**config.mk**
```make
export PLATFORM = sky130hd
export DESIGN_NAME = fifo_rr_arbiter
export DESIGN_NICKNAME = d
export VERILOG_FILES = /design/src/rtl/fifo_rr_arbiter.sv
export SDC_FILE = /design/constraint.sdc
export NUM_CORES = 1
export LEC_CHECK = 0
export ABC_AREA = 0
export CAP_MARGIN = 20
export CORE_MARGIN = 2
export CORE_UTILIZATION = 33
export DETAILED_ROUTE_END_ITERATION = 16
export PLACE_DENSITY = 0.73
export SLEW_MARGIN = 0
export SYNTH_ARGS = -nofsm -noshare
export SYNTH_HDL_FRONTEND = slang
export SYNTH_SLANG_ARGS = --single-unit
```
**constraint.sdc**
```tcl
create_clock -name clk -period 2.8 [get_ports clk]
set_input_delay 0.42 -clock clk [delete_from_list [all_inputs] [get_ports clk]]
set_output_delay 0.42 -clock clk [all_outputs]
set_load 0.005 [all_outputs]
```
**src/rtl/fifo_rr_arbiter.sv**
```systemverilog
// Merges NUM_SRC first-word-fall-through FIFOs into one registered stream.
// Arbitration is round-robin, and a source may keep up to MAX_BURST consecutive grants.

module fifo_rr_arbiter #(
    parameter int NUM_SRC   = 4,
    parameter int WIDTH     = 32,
    parameter int MAX_BURST = 1,
    localparam int SW       = (NUM_SRC > 1) ? $clog2(NUM_SRC) : 1
) (
    input  logic                     clk,
    input  logic                     srst,
    input  logic [NUM_SRC-1:0]       in_empty,
    input  logic [NUM_SRC*WIDTH-1:0] in_dout,
    output logic [NUM_SRC-1:0]       in_rd_en,
    output logic                     out_valid,
    output logic [WIDTH-1:0]         out_data,
    output logic [SW-1:0]            out_src,
    input  logic                     out_ready
);

    localparam logic [7:0]    BURST_LIMIT = 8'(MAX_BURST);
    localparam logic [SW-1:0] LAST_SRC    = SW'(NUM_SRC - 1);
    localparam logic [SW:0]   SRC_COUNT   = (SW + 1)'(NUM_SRC);

    logic              outValid_q, outValid_d;
    logic [WIDTH-1:0]  outData_q,  outData_d;
    logic [SW-1:0]     outSrc_q,   outSrc_d;
    logic [SW-1:0]     ptr_q,      ptr_d;
    logic [7:0]        burstCnt_q, burstCnt_d;

    logic              loadEn;
    logic              found;
    logic              grant;
    logic [SW-1:0]     grantIdx;
    logic [SW:0]       searchIdx;
    logic [WIDTH-1:0]  grantData;
    logic [7:0]        newCnt;

    assign loadEn = !outValid_q || out_ready;
    assign grant  = !srst && loadEn && found;

    // The search index is one bit wider so ptr + offset can be folded back below NUM_SRC.
    always_comb begin
        found     = 1'b0;
        grantIdx  = '0;
        searchIdx = '0;
        for (int k = 0; k < NUM_SRC; k++) begin
            searchIdx = {1'b0, ptr_q} + (SW + 1)'(k);
            if (searchIdx >= SRC_COUNT) begin
                searchIdx = searchIdx - SRC_COUNT;
            end
            if (!found && !in_empty[searchIdx[SW-1:0]]) begin
                found    = 1'b1;
                grantIdx = searchIdx[SW-1:0];
            end
        end
    end

    always_comb begin
        in_rd_en  = '0;
        grantData = '0;
        for (int i = 0; i < NUM_SRC; i++) begin
            if (grantIdx == SW'(i)) begin
                in_rd_en[i] = grant;
                grantData   = in_dout[i*WIDTH +: WIDTH];
            end
        end
    end

    // A grant to anyone other than ptr starts a fresh burst, so a source that ran dry forfeits its remainder.
    always_comb begin
        ptr_d      = ptr_q;
        burstCnt_d = burstCnt_q;
        newCnt     = (grantIdx == ptr_q) ? burstCnt_q + 8'd1 : 8'd1;
        if (grant) begin
            if (newCnt == BURST_LIMIT) begin
                ptr_d      = (grantIdx == LAST_SRC) ? '0 : grantIdx + SW'(1);
                burstCnt_d = '0;
            end else begin
                ptr_d      = grantIdx;
                burstCnt_d = newCnt;
            end
        end
    end

    always_comb begin
        outValid_d = outValid_q;
        outData_d  = outData_q;
        outSrc_d   = outSrc_q;
        if (loadEn) begin
            outValid_d = found;
            if (found) begin
                outData_d = grantData;
                outSrc_d  = grantIdx;
            end
        end
    end

    always_ff @(posedge clk) begin
        if (srst) begin
            outValid_q <= 1'b0;
            outData_q  <= '0;
            outSrc_q   <= '0;
            ptr_q      <= '0;
            burstCnt_q <= '0;
        end else begin
            outValid_q <= outValid_d;
            outData_q  <= outData_d;
            outSrc_q   <= outSrc_d;
            ptr_q      <= ptr_d;
            burstCnt_q <= burstCnt_d;
        end
    end

    assign out_valid = outValid_q;
    assign out_data  = outData_q;
    assign out_src   = outSrc_q;

endmodule

```
==> impl_metrics.ini, run 1 <==
[timing]
clock_skew_ns = 0.01161
drv_slew = 0
relSlewSlack_pct = 64.30
finalCritPeriodShare_pct = 96.23
fin_ws_ns = 0.1054
fmax_mhz = 371.1
period_needed_ns = 2.695
hold_viol_final = 0
tightestPinTransition_ns = 0.5355
finalSetupViolations = 0
finalSetupTns_ns = 0

[logic_synthesis]
synth_flop_cell = dfxtp_1
syn_area_mm2 = 0.003177
synth_commonest_cells = nand2_1 (82), a21oi_1 (75), dfxtp_1 (45)
ys_ff_latch = 45
synthArstFlopShare_pct = 0
synthMuxAreaShare_pct = 0.6696
synthTopCellsByArea = dfxtp_1 (28%), a21oi_1 (12%), nand2_1 (9.7%), nand3b_1 (8.0%), nor3b_1 (7.6%)
synth-compound-area-share_pct = 24.22
synth_cell_types = 44
synth_xor_area_share_pct = 0.2757
synth_simple_gate_area_share_pct = 36.86
yosys.area.top_type = dfxtp_1
synth_most_common_cell = nand2_1
synth_edf_count = 0
synth_top_area_share_pct = 28.36
postSynthCellCount = 451
avgSynthCellArea_um2 = 7.044
ys_seq_area_share_pct = 28.36
syn_nets = 591
synth_warnings = 0
synth_adder_area_share_pct = 1.969
synth_top_family_by_area = simple AND/OR/NAND/NOR gates

[route]
drtIter0Drc = 124
wl_per_cell_um = 14.19
ant_nets = 0
vias_per_cell = 5.060
num_vias = 3729
drc = 0
dr.pass1.iters = 4
routed_wl_mm = 10.46

[power_and_ir_drop]
internal_power_mw = 1.573
p_sw_mw = 0.8192
ir_worst_vdd_v = 0.0001789
power_density_mw_per_mm2 = 464.6
switching_share_pct = 34.25
p_leak_nw = 1.834
seqPwrFrac_pct = 32.6
comb_power_share_pct = 51.5
power_frac_clock_pct = 15.9

[worst_setup_path]
cp_max_fo = 5
crit_path_end_kind = output pin
critPathArrivalTime_ns = 2.27
worstSetupPathType = input port to output pin
required_ns = 2.38
max_stage_delay_ns = 0.45
crit_slowest_cell = clkdlybuf4s50_1
startpoint_type = input port
rr_worst_depth = 12
worstPathCellList = dlygate4sd2_1 -> nand2b_1 -> nand2_1 -> a221oi_2 -> nand2_2 -> buf_4 -> ha_1 -> and2_1 -> clkdlybuf4s50_1

[placed_design]
place_inst = 729
hpwlAfterDp_mm = 7.729
dpl_cell_area_mm2 = 0.005045
place_ws_ns = -0.2988
routabilityCongestion = 0.8235
portBuffers = 173

[die]
core_area_mm2 = 0.009284
start_util_pct = 34.22
chipWidth_um = 102.1
die_h_um = 102.1
io_pins = 174
rows = 35
dieArea_mm2 = 0.01043

[clock_network]
insertion_delay_ns = 0.29
root_buffer = clkbuf_8
cts_made_buffers = 5
cts_tree = yes
clk_path_buf_depth = 2
h-tree-depth = 2
cts.clk_slew.worst_paths_ns = 0.09
cts_hold_buf = 0
cts_sinks = 45

[min_path]
hp-class = register to register
whs_path_depth = 2

[cells_and_area]
fill_cells = 895
insertedDiodeCount = 0
final_area_mm2 = 0.005147
drive_gt1_share_pct = 7.730
final_nets = 749
final_cells = 737
areaGrowthSynthToFinish_pct = 62.03

[global_route]
grt_pass1_vias = 3563
globalRouteTotalUtil_pct = 19.23
grt_max_degree = 48
antenna_found_initial = 0
grt_pass1_wl_mm = 16.15
grt_overflow_total = 0

[flow_run]
drv_cap = 0

[outcome]
status = finished clean
## cells by family (layout without fill, tap and decap cells)
kind of cell	after synthesis	after routing
adder cells (fa/ha/maj)	5	5
AND/OR/NAND/NOR	220	220
multiplexers	2	2
buffers and inverters	51	208
flip-flops	45	45
XOR/XNOR	1	1
AO/OA/AOI/OAI	127	127
## state kept, by name (all words and copies together), names as in the netlist
name / cells
burstCnt_q: 8
out_data: 32
out_src: 2
out_valid: 1
ptr_q: 2
## metrics by stage
| step | power (mW) | utilization [%] | hold WS, ns |
|---|---|---|---|
| 2_1_floorplan | 1.458 | - | 0.4527 |
| 3_3_place_gp | 1.985 | 54.34 | 0.4455 |
| 6_report | 2.392 | 55.44 | 0.4626 |
| 4_1_cts | 2.412 | 55.26 | 0.4668 |
| 3_5_place_dp | 2.014 | 54.34 | 0.4508 |
| 5_1_grt | 2.565 | 55.44 | 0.4920 |
## placed cells by master (no fill, tap or decap), types with 2 or more instances in the layout
cell             netlist  routed
o211ai_1              32      32
a21oi_1               75      75
nand3b_1              34      34
clkbuf_8               2       5
nor3b_1               32      32
buf_12                 0       3
dfxtp_1               45      44
o32ai_1                2       2
nand2_1               82      81
nor3_1                 3       3
o21bai_1               2       2
nand4_1                5       5
ha_1                   5       2
a211oi_1               2       2
buf_4                  1      19
inv_1                  7       6
nor2_1                36      35
ha_2                   0       3
clkdlybuf4s50_1        0     168
a31oi_1                3       3
or3_1                  2       2
and2_1                 6       5
nand2b_1               4       4
dlygate4sd2_1          0       3
o21ai_0                4       3
nand3_1                9       9
## worst max-delay path, delay by kind of cell
family                     cells  cell delay, ns
adders and majority gates      1            0.19
AOI/OAI and AO/OA              1            0.31
buffers and inverters          3            0.87
and+or+nand+nor                4            0.49
## path summary, 6_finish.rpt
check,from,to,slack [ns]
worst min register to register,out_src[0],out_src[0],0.46
worst min-delay path,out_src[0],out_src[0],0.46
worst max-delay path,in_empty[0],in_rd_en[0],0.11
worst max register to register,ptr_q[1],out_data[13],0.35
## what timing repair did
action | 4_1_cts | 5_1_grt
resized for setup | 6 | 5
pin swaps | 2 | 3
buffers inserted | 1 | 1
setup endpoints to repair | 6 | 4
## power by group through the flow
| stage | Clock, mW | Combinational (mW) | Sequential [mW] |
|---|---|---|---|
| 3_5_place_dp | 0 | 1.22 | 0.794 |
| 3_3_place_gp | 0 | 1.19 | 0.790 |
| 5_1_grt | 0.419 | 1.36 | 0.791 |
| 4_1_cts | 0.396 | 1.23 | 0.782 |
| 2_1_floorplan | 0 | 0.666 | 0.792 |
| 6_report | 0.381 | 1.23 | 0.780 |
## layout make-up
| cell class | instances | area (um^2) | area share [%] |
|---|---|---|---|
| multi-input cells | 355 | 2053 | 39.89 |
| inverters | 7 | 26.28 | 0.5105 |
| clock inverters | 1 | 5.005 | 0.09723 |
| flip-flops and latches | 45 | 904.6 | 17.57 |
| clock buffers | 5 | 68.82 | 1.337 |
| well taps | 129 | 161.4 | 3.136 |
| repair buffers | 195 | 1928 | 37.46 |
## per-layer routing
metal | vias up | GRT usage, % | share of wire [%]
li1 | 1900 | - | -
met5 | - | 0 | 0
met4 | 0 | 5.231 | 0.77
met1 | 1710 | 21.37 | 41
met3 | 4 | 5.335 | 7.5
met2 | 115 | 35.83 | 51
(Power assumes the default switching activity.)
==> run 2: changes to the inputs <==
--- a/config.mk
+++ b/config.mk
@@ -9,6 +9,7 @@
 export CAP_MARGIN = 20
 export CORE_MARGIN = 2
 export CORE_UTILIZATION = 33
+export CTS_BUF_LIST = sky130_fd_sc_hd__clkbuf_4 sky130_fd_sc_hd__clkbuf_8
 export DETAILED_ROUTE_END_ITERATION = 16
 export PLACE_DENSITY = 0.73
 export SLEW_MARGIN = 0
==> results of run 2 <==
Same layout as run 1: the final DEF is identical, and so are final timing and power.
